`src/rtl/ysyx_24070017_mem_arbiter_pkg.sv`:
```
// Shared constants for the IFU/LSU memory arbiter: FSM encoding, requester IDs, widths.
package ysyx_24070017_mem_arbiter_pkg;
    localparam int ysyx_24070017_WORD_LENGTH = 32;
    localparam int WSTRB_W = 4;

    localparam logic [1:0] ST_IDLE = 2'd0;
    localparam logic [1:0] ST_REQ  = 2'd1;
    localparam logic [1:0] ST_RESP = 2'd2;

    localparam logic ID_IFU = 1'b0;
    localparam logic ID_LSU = 1'b1;
endpackage

```
`src/rtl/ysyx_24070017_Reg.sv`:
```
// Generic enable register with synchronous active-high reset.
module ysyx_24070017_Reg #(
    parameter int          WIDTH     = 1,
    parameter logic [WIDTH-1:0] RESET_VAL = '0
) (
    input  logic             clk,
    input  logic             rst,
    input  logic [WIDTH-1:0] din,
    output logic [WIDTH-1:0] dout,
    input  logic             wen
);
    always_ff @(posedge clk) begin
        if (rst)      dout <= RESET_VAL;
        else if (wen) dout <= din;
    end
endmodule

```
`src/rtl/ysyx_24070017_rr_pick2.sv`:
```
// Two-way round-robin pick: on a tie the requester that did not win last time is granted.
module ysyx_24070017_rr_pick2 (
    input  logic [1:0] valid,
    input  logic       last_grant,
    output logic       grant,
    output logic       any
);
    assign any   = |valid;
    assign grant = (&valid) ? ~last_grant : valid[1];
endmodule

```
`src/rtl/ysyx_24070017_mem_arbiter.sv`:
```
// Shares one memory port between IFU (id 0) and LSU (id 1); one transaction in flight,
// round-robin grant, sticky watchdog on stalled transactions.
module ysyx_24070017_mem_arbiter
    import ysyx_24070017_mem_arbiter_pkg::*;
#(
    parameter int ADDR_W  = 32,
    parameter int DATA_W  = ysyx_24070017_WORD_LENGTH,
    parameter int TIMEOUT = 1024
) (
    input  logic               clk,
    input  logic               rst,
    input  logic               ifu_req_valid,
    output logic               ifu_req_ready,
    input  logic [ADDR_W-1:0]  ifu_addr,
    output logic               ifu_resp_valid,
    input  logic               ifu_resp_ready,
    output logic [DATA_W-1:0]  ifu_rdata,
    input  logic               lsu_req_valid,
    output logic               lsu_req_ready,
    input  logic [ADDR_W-1:0]  lsu_addr,
    input  logic               lsu_wen,
    input  logic [DATA_W-1:0]  lsu_wdata,
    input  logic [WSTRB_W-1:0] lsu_wstrb,
    output logic               lsu_resp_valid,
    input  logic               lsu_resp_ready,
    output logic [DATA_W-1:0]  lsu_rdata,
    output logic               mem_req_valid,
    input  logic               mem_req_ready,
    output logic [ADDR_W-1:0]  mem_addr,
    output logic               mem_wen,
    output logic [DATA_W-1:0]  mem_wdata,
    output logic [WSTRB_W-1:0] mem_wstrb,
    input  logic               mem_resp_valid,
    output logic               mem_resp_ready,
    input  logic [DATA_W-1:0]  mem_rdata,
    output logic               owner,
    output logic               timeout_err
);
    localparam int CNT_W = (TIMEOUT < 2) ? 1 : $clog2(TIMEOUT + 1);
    localparam logic [CNT_W-1:0] TMAX = CNT_W'(TIMEOUT);

    logic [1:0]         state_q, state_d;
    logic               owner_q, owner_d;
    logic               last_q, last_d;
    logic [CNT_W-1:0]   cnt_q, cnt_d;
    logic               err_q, err_d;
    logic [ADDR_W-1:0]  addr_d, addr_q;
    logic               wen_d, wen_q;
    logic [DATA_W-1:0]  wdata_d, wdata_q;
    logic [WSTRB_W-1:0] wstrb_d, wstrb_q;

    logic grant, any, accept, in_req, in_resp, owner_rready, done;

    ysyx_24070017_rr_pick2 u_pick (
        .valid      ({lsu_req_valid, ifu_req_valid}),
        .last_grant (last_q),
        .grant      (grant),
        .any        (any)
    );

    // A reset cycle never accepts or forwards anything, whatever state it interrupts.
    assign accept       = (state_q == ST_IDLE) && any && !rst;
    assign in_req       = (state_q == ST_REQ) && !rst;
    assign in_resp      = (state_q == ST_RESP) && !rst;
    assign owner_rready = (owner_q == ID_LSU) ? lsu_resp_ready : ifu_resp_ready;
    assign done         = in_resp && mem_resp_valid && owner_rready;

    assign ifu_req_ready  = accept && (grant == ID_IFU);
    assign lsu_req_ready  = accept && (grant == ID_LSU);
    assign mem_req_valid  = in_req;
    assign mem_addr       = addr_q;
    assign mem_wen        = wen_q;
    assign mem_wdata      = wdata_q;
    assign mem_wstrb      = wstrb_q;
    assign mem_resp_ready = in_resp && owner_rready;
    assign ifu_resp_valid = in_resp && (owner_q == ID_IFU) && mem_resp_valid;
    assign lsu_resp_valid = in_resp && (owner_q == ID_LSU) && mem_resp_valid;
    assign ifu_rdata      = mem_rdata;
    assign lsu_rdata      = mem_rdata;
    assign owner          = owner_q;
    assign timeout_err    = err_q;

    always_comb begin
        addr_d  = (grant == ID_LSU) ? lsu_addr : ifu_addr;
        wen_d   = (grant == ID_LSU) && lsu_wen;
        wdata_d = (grant == ID_LSU) ? lsu_wdata : '0;
        wstrb_d = (grant == ID_LSU) ? lsu_wstrb : '0;
    end

    always_comb begin
        state_d = state_q;
        owner_d = owner_q;
        last_d  = last_q;
        unique case (state_q)
            ST_IDLE: if (accept) begin
                state_d = ST_REQ;
                owner_d = grant;
            end
            ST_REQ:  if (mem_req_ready) state_d = ST_RESP;
            ST_RESP: if (done) begin
                state_d = ST_IDLE;
                last_d  = owner_q;
            end
            default: state_d = ST_IDLE;
        endcase
    end

    // Counter measures cycles spent in REQ/RESP since acceptance, saturating at TIMEOUT.
    always_comb begin
        cnt_d = cnt_q;
        if (accept)
            cnt_d = '0;
        else if ((in_req || in_resp) && cnt_q != TMAX)
            cnt_d = cnt_q + 1'b1;
        err_d = err_q || ((TIMEOUT != 0) && (in_req || in_resp) && cnt_d == TMAX);
    end

    always_ff @(posedge clk) begin
        if (rst) begin
            state_q <= ST_IDLE;
            owner_q <= ID_IFU;
            last_q  <= ID_IFU;
            cnt_q   <= '0;
            err_q   <= 1'b0;
        end else begin
            state_q <= state_d;
            owner_q <= owner_d;
            last_q  <= last_d;
            cnt_q   <= cnt_d;
            err_q   <= err_d;
        end
    end

    ysyx_24070017_Reg #(.WIDTH(ADDR_W))  u_addr  (.clk(clk), .rst(rst), .din(addr_d),  .dout(addr_q),  .wen(accept));
    ysyx_24070017_Reg #(.WIDTH(1))       u_wen   (.clk(clk), .rst(rst), .din(wen_d),   .dout(wen_q),   .wen(accept));
    ysyx_24070017_Reg #(.WIDTH(DATA_W))  u_wdata (.clk(clk), .rst(rst), .din(wdata_d), .dout(wdata_q), .wen(accept));
    ysyx_24070017_Reg #(.WIDTH(WSTRB_W)) u_wstrb (.clk(clk), .rst(rst), .din(wstrb_d), .dout(wstrb_q), .wen(accept));
endmodule

```
`config.mk`:
```
export PLATFORM = sky130hd
export DESIGN_NAME = ysyx_24070017_mem_arbiter
export DESIGN_NICKNAME = d
export VERILOG_FILES = /design/src/rtl/ysyx_24070017_mem_arbiter_pkg.sv /design/src/rtl/ysyx_24070017_Reg.sv /design/src/rtl/ysyx_24070017_rr_pick2.sv /design/src/rtl/ysyx_24070017_mem_arbiter.sv
export SDC_FILE = /design/constraint.sdc
export NUM_CORES = 1
export LEC_CHECK = 0
export CORE_AREA = 2 2 109 111
export DETAILED_ROUTE_END_ITERATION = 10
export DIE_AREA = 0 0 111 113
export PLACE_DENSITY = 0.81
export SETUP_SLACK_MARGIN = 0.02
export SYNTH_ARGS = -nofsm -noshare
export SYNTH_HDL_FRONTEND = slang
export SYNTH_SLANG_ARGS = --single-unit
```
`constraint.sdc`:
```
create_clock -name clk -period 4.6 [get_ports clk]
set_input_delay 1.38 -clock clk [delete_from_list [all_inputs] [get_ports clk]]
set_output_delay 1.38 -clock clk [all_outputs]
set_load 0.03 [all_outputs]
```
## Word level (Yosys, flattened, before mapping)

Index checks and enable logic that the tools add are counted.

| word-level totals | value |
|---|---|
| register bits after elaboration | 85 |
| input bits | 141 |
| output and inout bits | 141 |
| logic and storage cells | 56 |

| cells by class | value |
|---|---|
| add/subtract/negate cells | 1 |
| equality and inequality tests | 7 |
| mux-type cells | 11 |
| bitwise gates (word level) | 3 |
| reductions and logical operators | 25 |

Operators by type and width:

| operator | number |
|---|---|
| two-way mux 32 bit | 2 |
| two-way mux 11 bit | 2 |
| logical AND 1 bit | 16 |
| adder 11 x 1 -> 11 bit, second input constant | 1 |
| equality test 11 bit, second input constant | 1 |
| inequality test 11 bit, second input constant | 1 |
| two-way mux 2 bit | 3 |
| inequality test 2 bit, second input constant | 3 |
| one-hot mux 2 bit (3 select lines) | 1 |
| AND reduction 2 bit | 3 |
| two-way mux 4 bit | 1 |
| inverter 1 bit | 3 |
| AND reduction 3 bit | 1 |
| equality test 2 x 1 -> 1 bit, second input constant | 1 |
| equality test 2 bit, second input constant | 1 |
| zero test 2 bit | 1 |
| logical OR 1 bit | 2 |
| two-way mux 1 bit | 2 |
| OR reduction 2 bit | 1 |
| zero test 1 bit | 1 |

## Logic depth before layout (Yosys ltp)

Gate-level depths: netlist of the first run.

| logic depth | value |
|---|---|
| depth after elaboration | 9 |
| mapped depth | 7 |

## Hierarchy

From an unflattened synthesis of the first run, not the netlist that was laid out.

| unflattened totals | value |
|---|---|
| cells, all modules | 485 |
| area, all modules | 4,665.7 µm² |

By module, submodules not included:

| module | times used | cells each | area an instance (µm²) |
|---|---|---|---|
| ysyx_24070017_Reg (u_addr ...) | 2 | 103 | 1,163.6 |
| ysyx_24070017_mem_arbiter | 1 | 261 | 2,150.8 |
| ysyx_24070017_Reg (u_wstrb) | 1 | 13 | 140.1 |
| ysyx_24070017_Reg (u_wen) | 1 | 3 | 33.8 |
| ysyx_24070017_rr_pick2 | 1 | 2 | 13.8 |

## Worst setup path before layout of the first run

No wires, ideal clock.

| timing path | value |
|---|---|
| path type | input-to-output |
| from | in rst |
| to | out mem_req_valid |
| data arrival time | 2.609 ns |
| slack | 0.611 ns |
| cell stages on the path | 4 |
| path buffers | 3 |
| cells stage by stage | buf_2 > buf_1 > buf_1 > nor3_1 |

| between the ends | value |
|---|---|
| word-level cells in the longest chain between the ends | 2 |

Ends and longest elaborated chain:

| item | RTL line | RTL |
|---|---|---|
| start: declaration | ysyx_24070017_mem_arbiter.sv:11 | `input logic rst,` |
| zero test 1 bit | ysyx_24070017_mem_arbiter.sv:63 | `assign in_req = (state_q == ST_REQ) && !rst;` |
| logical AND 1 bit | ysyx_24070017_mem_arbiter.sv:63 |  |
| end: declaration | ysyx_24070017_mem_arbiter.sv:27 | `output logic mem_req_valid,` |

Every way passes these cells.

## Worst setup path after layout of the first run

| timing path | value |
|---|---|
| from | in ifu_req_valid |
| to | out ifu_req_ready |

| between the ends | value |
|---|---|
| word-level cells in the longest chain between the ends | 4 |
| elaborated cells on any way between the ends | 7 |

Ends and longest elaborated chain:

| item | RTL line | RTL |
|---|---|---|
| start: declaration | ysyx_24070017_mem_arbiter.sv:12 | `input logic ifu_req_valid,` |
| AND reduction 2 bit / OR reduction 2 bit (equally long branches) | ysyx_24070017_rr_pick2.sv:9, ysyx_24070017_rr_pick2.sv:8 |  |
| two-way mux 1 bit / logical AND 1 bit (equally long branches) | ysyx_24070017_rr_pick2.sv:9, ysyx_24070017_mem_arbiter.sv:62 |  |
| inverter 1 bit / logical AND 1 bit (equally long branches) | ysyx_24070017_mem_arbiter.sv:68, ysyx_24070017_mem_arbiter.sv:62 |  |
| logical AND 1 bit (*) | ysyx_24070017_mem_arbiter.sv:68 | `assign ifu_req_ready = accept && (grant == ID_IFU);` |
| end: declaration | ysyx_24070017_mem_arbiter.sv:13 | `output logic ifu_req_ready,` |

Every way passes the cells marked *; elsewhere a longest branch is shown, timed or not.

==> qor.yml, run 1 <==
vias: 3239
cts.repair.resized: 0
grt_pass1_wl_um: 16600
cp.required_ns: 3.22
clock_sinks: 85
drc: 0
drtIter0Drc: 143
grt_pass1_vias: 3296
gr-total-overflow: 0
r2r_cells: 7
antenna_found_initial: 0
clk_latency_ns: 0.34
pin_count: 282
synth_largest_area_cell: "dfxtp_1"
post_cts_buffers: 0
hpwl_um: 7920
rows: 39
r2r_start: "cnt_q[0]"
cts_buffer_depth: 2
crit_type: "in -> out"
rsz0062_at_grt: "no"
slew_violations: 0
synthFlopType: "dfxtp_1"
cp.arrival_ns: 2.97
ant_nets: 0
synth_nets: 549
io_buffers: 185
power_mw: 2.13
cts_tree: "yes"
worst_slew_pin_slew_ns: 0.627
wl_um: 10400
critPathLaunchType: "input port"
final_nets: 659
die_w_um: 111
relSlewSlack: 0.582
synth_common_cells: "dfxtp_1, buf_4, nor2_1, a22o_1, mux2i_1"
fin_crit_sh: 0.946
avgSynthCellArea_um2: 9.74
numCtsBuffers: 9
cp-end-kind: "output pin"
yosysMostFrequentCell: "dfxtp_1"
setup_tns_ns: 0
dieArea_mm2: 0.0125
r2r_setup_slack_ns: 2.50
initial_core_util: 0.351
synth_seq_area_share: 0.430
firstDrtPassIters: 4
min_from: "u_wdata.dout[22]"
synth-edff-count: 0
crit_fanout: 3
n_antenna_cell: 0
ys_warn_count: 0
fin_util: 0.511
htreeDepth: 3
wire_per_inst_um: 15.7
grtUsageTotal: 0.166
rr_endpoint: "timeout_err"
finalWeightedCongestion: 0.837
skew_ns: 0.00735
min_path_cells: 1
max_freq_mhz: 230
areaGrowthSynthToFinish_pct: 45.7
cts-root-buf: "clkbuf_16"
yosysUniqueCellTypes: 42
syn_area_mm2: 0.00396
clkSlewWorstSetupHoldPaths_ns: 0.06
powerDensity_mw_per_mm2: 369
dieHeight_um: 113
max-cap-violations: 0
synth_top_cells_by_area: "dfxtp_1, buf_4, mux2i_1, a22o_1, a211oi_1"
power_leakage_nw: 2.26
period_needed_ns: 4.35
yosysTopAreaCellShare: 0.430
vias_per_cell: 4.88
ir_drop_mv: 0.264
hold_violations: 0
ys_async_sr_fraction: 0
hp-class: "reg -> reg"
ys_seq_elements: 85
grt_max_degree: 67
synthCells: 406
coreArea_mm2: 0.0113
status: "finished clean"
cts-hold-fix-buffers: 0
fill_cells: 996
drive_above_1_share: 0.0672
setup_viol: 0
hold_end: "u_wdata.dout[22]"
==> kinds of logic (layout without fill, tap and decap cells) <==
| group | count (synthesis) | count (layout) | share of synthesized area |
|---|---|---|---|
| buf+inv | 97 | 212 | 0.158 |
| flops | 85 | 85 | 0.430 |
| simple gates | 88 | 88 | 0.107 |
| fa+ha+maj | 2 | 2 | 0.00633 |
| compound gates | 88 | 88 | 0.181 |
| mux | 34 | 34 | 0.0864 |
| xor+xnor | 12 | 12 | 0.0313 |
==> worst max path at each step <==
stage	start	endpoint	slack, ns	depth (start not counted)
finish	ifu_req_valid	ifu_req_ready	0.25	4
global route	ifu_req_valid	ifu_req_ready	0.17	4
CTS	ifu_req_valid	ifu_req_ready	0.24	4
detailed placement	ifu_req_valid	ifu_req_ready	0.24	4
global placement	ifu_req_valid	ifu_req_ready	0.27	4
floorplan	rst	mem_req_valid	0.61	4
==> sequential cells by signal, indices dropped and copies added (netlist names) <==
register	cells
u_addr.dout	32
u_wdata.dout	32
cnt_q	11
u_wstrb.dout	4
state_q	2
last_q	1
owner	1
timeout_err	1
u_wen.dout	1
==> stage by stage <==
stage	setup slack [ns]	instance area (um2)	hold WS, ns	std cells
3_5_place_dp	0.244	5430	0.454	648
2_1_floorplan	0.611	3960	0.460	406
3_3_place_gp	0.269	5430	0.456	648
5_1_grt	0.168	5760	0.491	664
4_1_cts	0.244	5760	0.479	664
6_report	0.251	5760	0.472	664
==> per-layer routing <==
layer | vias to the layer above | part of all wire | GRT usage
met5 | - | 0 | 0
met4 | 0 | 0.020 | 0.0725
met3 | 20 | 0.086 | 0.0686
met2 | 143 | 0.51 | 0.292
met1 | 1477 | 0.39 | 0.175
li1 | 1599 | - | -
==> report_power, final <==
group	switching [mW]	internal, mW
Clock	0.300	0.494
Sequential	0.0354	0.795
Combinational	0.260	0.242
Total	0.595	1.53
==> cell usage in the layout, fill, tap and decap left out, drive strengths merged, types with 3 or more instances in the layout <==
cell,instances
xor2,4
mux2i,33
nand2,7
nand4,3
nor2,52
inv,7
a22o,37
xnor2,8
buf,8
nand3,4
clkbuf,10
dfxtp,85
clkdlybuf4s50,183
a211oi,32
and3,8
nor4b,3
o21ai,4
==> critical path, cell delays in order <==
cell	delay (ns)
clkdlybuf4s50_1	0.55
o21ai_0	0.13
nor3_1	0.15
clkdlybuf4s50_1	0.75
==> area by class of cell <==
cell class,instances,area (um2),area share
clock buffers,10,239,0.0415
inverters,5,18.8,0.00326
clock inverters,6,91.3,0.0158
well taps,143,179,0.0310
repair buffers,191,1890,0.328
flip-flops and latches,85,1700,0.295
multi-input cells,224,1640,0.285
No activity file was read; power rests on OpenSTA's default activity.
==> inputs of run 2 (changes only) <==
--- a/config.mk
+++ b/config.mk
@@ -5,10 +5,9 @@
 export SDC_FILE = /design/constraint.sdc
 export NUM_CORES = 1
 export LEC_CHECK = 0
-export CORE_AREA = 2 2 109 111
+export CORE_UTILIZATION = 32
 export DETAILED_ROUTE_END_ITERATION = 10
-export DIE_AREA = 0 0 111 113
-export PLACE_DENSITY = 0.81
+export PLACE_DENSITY = 0.78
 export SETUP_SLACK_MARGIN = 0.02
 export SYNTH_ARGS = -nofsm -noshare
 export SYNTH_HDL_FRONTEND = slang
==> constraint.sdc (replaced) <==
create_clock -name clk -period 3.6 [get_ports clk]
set_input_delay 1.08 -clock clk [delete_from_list [all_inputs] [get_ports clk]]
set_output_delay 1.08 -clock clk [all_outputs]
set_load 0.03 [all_outputs]
==> run 2 against run 1 <==
Sequential share of layout area decreased by 0.070 points. Via count grew 2.4%. Hold slack about the same. Clock-buffer cell count down 1. Worst setup slack lost 0.16 ns. Register-to-register slack got worse by 1.1 ns. Routed wire length is 0.17% lower. First-iteration DRC count increased by 8.4%. Clock skew increased by 0.00077 ns. Non-clock buffer count grew 2. Critical path depth is the same.
==> qor.yml, run 2 (same netlist as run 1, synthesis figures left out) <==
status: "finished clean"
io_buffers: 185  # unchanged
final_nets: 661  # +0.30%
powerDensity_mw_per_mm2: 471  # +28%
relSlewSlack: 0.573  # -0.00882
cp-end-kind: "output pin"
switching_share: 0.286  # +0.00602
period_needed_ns: 3.51
combPwrFrac: 0.236  # about the same
hp-class: "reg -> reg"
final_cell_mix: "clkdlybuf4s50_1, dfxtp_1, nor2_1"
hold_violations: 0  # unchanged
critPathLaunch: "mem_resp_valid"
cts-root-buf: "clkbuf_16"
dieArea_mm2: 0.0128  # +2.1%
r2r_start: "state_q[1]"
grt_pass1_vias: 3329  # +1.0%
cts_buffer_depth: 2  # unchanged
pin_count: 282  # unchanged
r2r_setup_slack_ns: 1.37  # -1.13 ns
cp.required_ns: 2.52  # -0.70 ns
drtIter0Drc: 155  # +8.4%
rr_endpoint: "u_wstrb.dout[3]"
finalWeightedCongestion: 0.844  # +0.80%
worst_slew_pin_slew_ns: 0.640  # +0.0132 ns
clockPowerShare: 0.374  # about the same
slew_violations: 0  # unchanged
skew_ns: 0.00812  # +0.000771 ns
ant_nets: 0  # unchanged
numCtsBuffers: 9  # unchanged
firstDrtPassIters: 4  # unchanged
clock_sinks: 85  # unchanged
drive_above_1_share: 0.0746  # +0.00739
vias: 3317  # +2.4%
clkSlewWorstSetupHoldPaths_ns: 0.06  # about the same
cts_tree: "yes"
grt_pass1_wl_um: 16300  # -1.9%
grt_max_degree: 67  # unchanged
post_cts_buffers: 0  # unchanged
seq_power_share: 0.390  # about the same
fin_util: 0.481  # -0.0303
final_common_cell: "clkdlybuf4s50_1"
reg.largest.list: "u_addr.dout (32), u_wdata.dout (32), cnt_q (11)"
setup_viol: 0  # unchanged
max-cap-violations: 0  # unchanged
crit_fanout: 2  # -1
power_mw: 2.72  # +28%
r2r_cells: 6  # -1
initial_core_util: 0.329  # -0.0216
wire_per_inst_um: 15.5  # -1.1%
areaGrowthSynthToFinish_pct: 46.1
fill_cells: 1098  # +10%
rsz0062_at_grt: "no"
coreArea_mm2: 0.0120  # +6.6%
p_int_mw: 1.94  # +27%
vias_per_cell: 4.95  # +1.5%
fin_crit_sh: 0.974
crit_end: "ifu_resp_valid"
n_antenna_cell: 0  # unchanged
die_w_um: 113  # +2.0%
critPathLaunchType: "input port"
ir_drop_mv: 0.260  # -1.2%
wl_um: 10400  # -0.17%
rows: 40  # +2.6%
max_freq_mhz: 285
p_sw_mw: 0.778  # +31%
antenna_found_initial: 1  # +1
htreeDepth: 3  # unchanged
drc: 0  # unchanged
grtUsageTotal: 0.164  # -0.00209
cts-hold-fix-buffers: 0  # unchanged
gr-total-overflow: 0  # unchanged
clk_latency_ns: 0.34  # about the same
power_leakage_nw: 2.27  # +0.59%
dieHeight_um: 113  # +0.15%
cp.arrival_ns: 2.43  # -0.54 ns
hpwl_um: 7930  # +0.11%
crit_type: "in -> out"
[run 2: worst min path at each step]
stage,start,endpoint,slack (ns),cells past startpoint
5_1_grt,u_wstrb.dout[2],u_wstrb.dout[2],0.50,1
3_5_place_dp,u_wdata.dout[22],u_wdata.dout[22],0.46,1
3_3_place_gp,u_wdata.dout[21],u_wdata.dout[21],0.46,1
4_1_cts,u_wdata.dout[22],u_wdata.dout[22],0.48,1
6_report,u_wdata.dout[22],u_wdata.dout[22],0.47,1
2_1_floorplan,last_q,last_q,0.46,2
[run 2: metrics by stage]
step,TNS [ns],hold WS (ns),setup slack [ns],instances,area [um2]
2_1_floorplan,0,0.460,0.211,406,3960
3_3_place_gp,-0.0434,0.456,-0.0434,654,5450
3_5_place_dp,-0.0534,0.456,-0.0534,654,5450
4_1_cts,0,0.480,0.0927,670,5780
5_1_grt,0,0.498,0.0576,670,5780
6_report,0,0.472,0.0930,670,5780
[run 2: final cells by class]
| type | instances | area [um2] | area share |
|---|---|---|---|
| clock buffers | 9 | 225 | 0.0390 |
| clock inverters | 7 | 105 | 0.0182 |
| inverters | 5 | 18.8 | 0.00325 |
| multi-input cells | 224 | 1640 | 0.285 |
| flip-flops and latches | 85 | 1700 | 0.295 |
| well taps | 147 | 184 | 0.0318 |
| repair buffers | 193 | 1900 | 0.329 |
[run 2: power groups by stage]
stage / clock network (mW) / registers, mW / logic [mW]
global placement: 0 / 1.08 / 0.638
floorplan: 0 / 1.21 / 0.335
detailed placement: 0 / 1.08 / 0.646
CTS: 1.04 / 1.06 / 0.648
finish: 1.02 / 1.06 / 0.642
global route: 1.08 / 1.07 / 0.686
[run 2: what timing repair did]
action / 4_1_cts / 5_1_grt
gates resized for setup: 1 / 0
endpoints found under the setup margin: 1 / 0
endpoints found under the hold margin: 0 / 0
[run 2: critical path, stage by stage]
cell             delay [ns]
clkdlybuf4s50_1        0.47
nand3_1                0.09
nor2_1                 0.11
clkdlybuf4s50_1        0.67
[run 2: per-layer routing]
metal / up-vias / GRT usage / part of all wire
li1: 1600 / - / -
met1: 1545 / 0.178 / 0.38
met2: 139 / 0.281 / 0.51
met3: 33 / 0.0584 / 0.087
met4: 0 / 0.0851 / 0.025
met5: - / 0 / 0
==> inputs of run 3 (changes only) <==
--- a/config.mk
+++ b/config.mk
@@ -9,6 +9,7 @@
 export DETAILED_ROUTE_END_ITERATION = 10
 export PLACE_DENSITY = 0.78
 export SETUP_SLACK_MARGIN = 0.02
+export SLEW_MARGIN = 20
 export SYNTH_ARGS = -nofsm -noshare
 export SYNTH_HDL_FRONTEND = slang
 export SYNTH_SLANG_ARGS = --single-unit
==> results of run 3 <==
No change in the layout: final DEF, timing and power equal those of run 2.
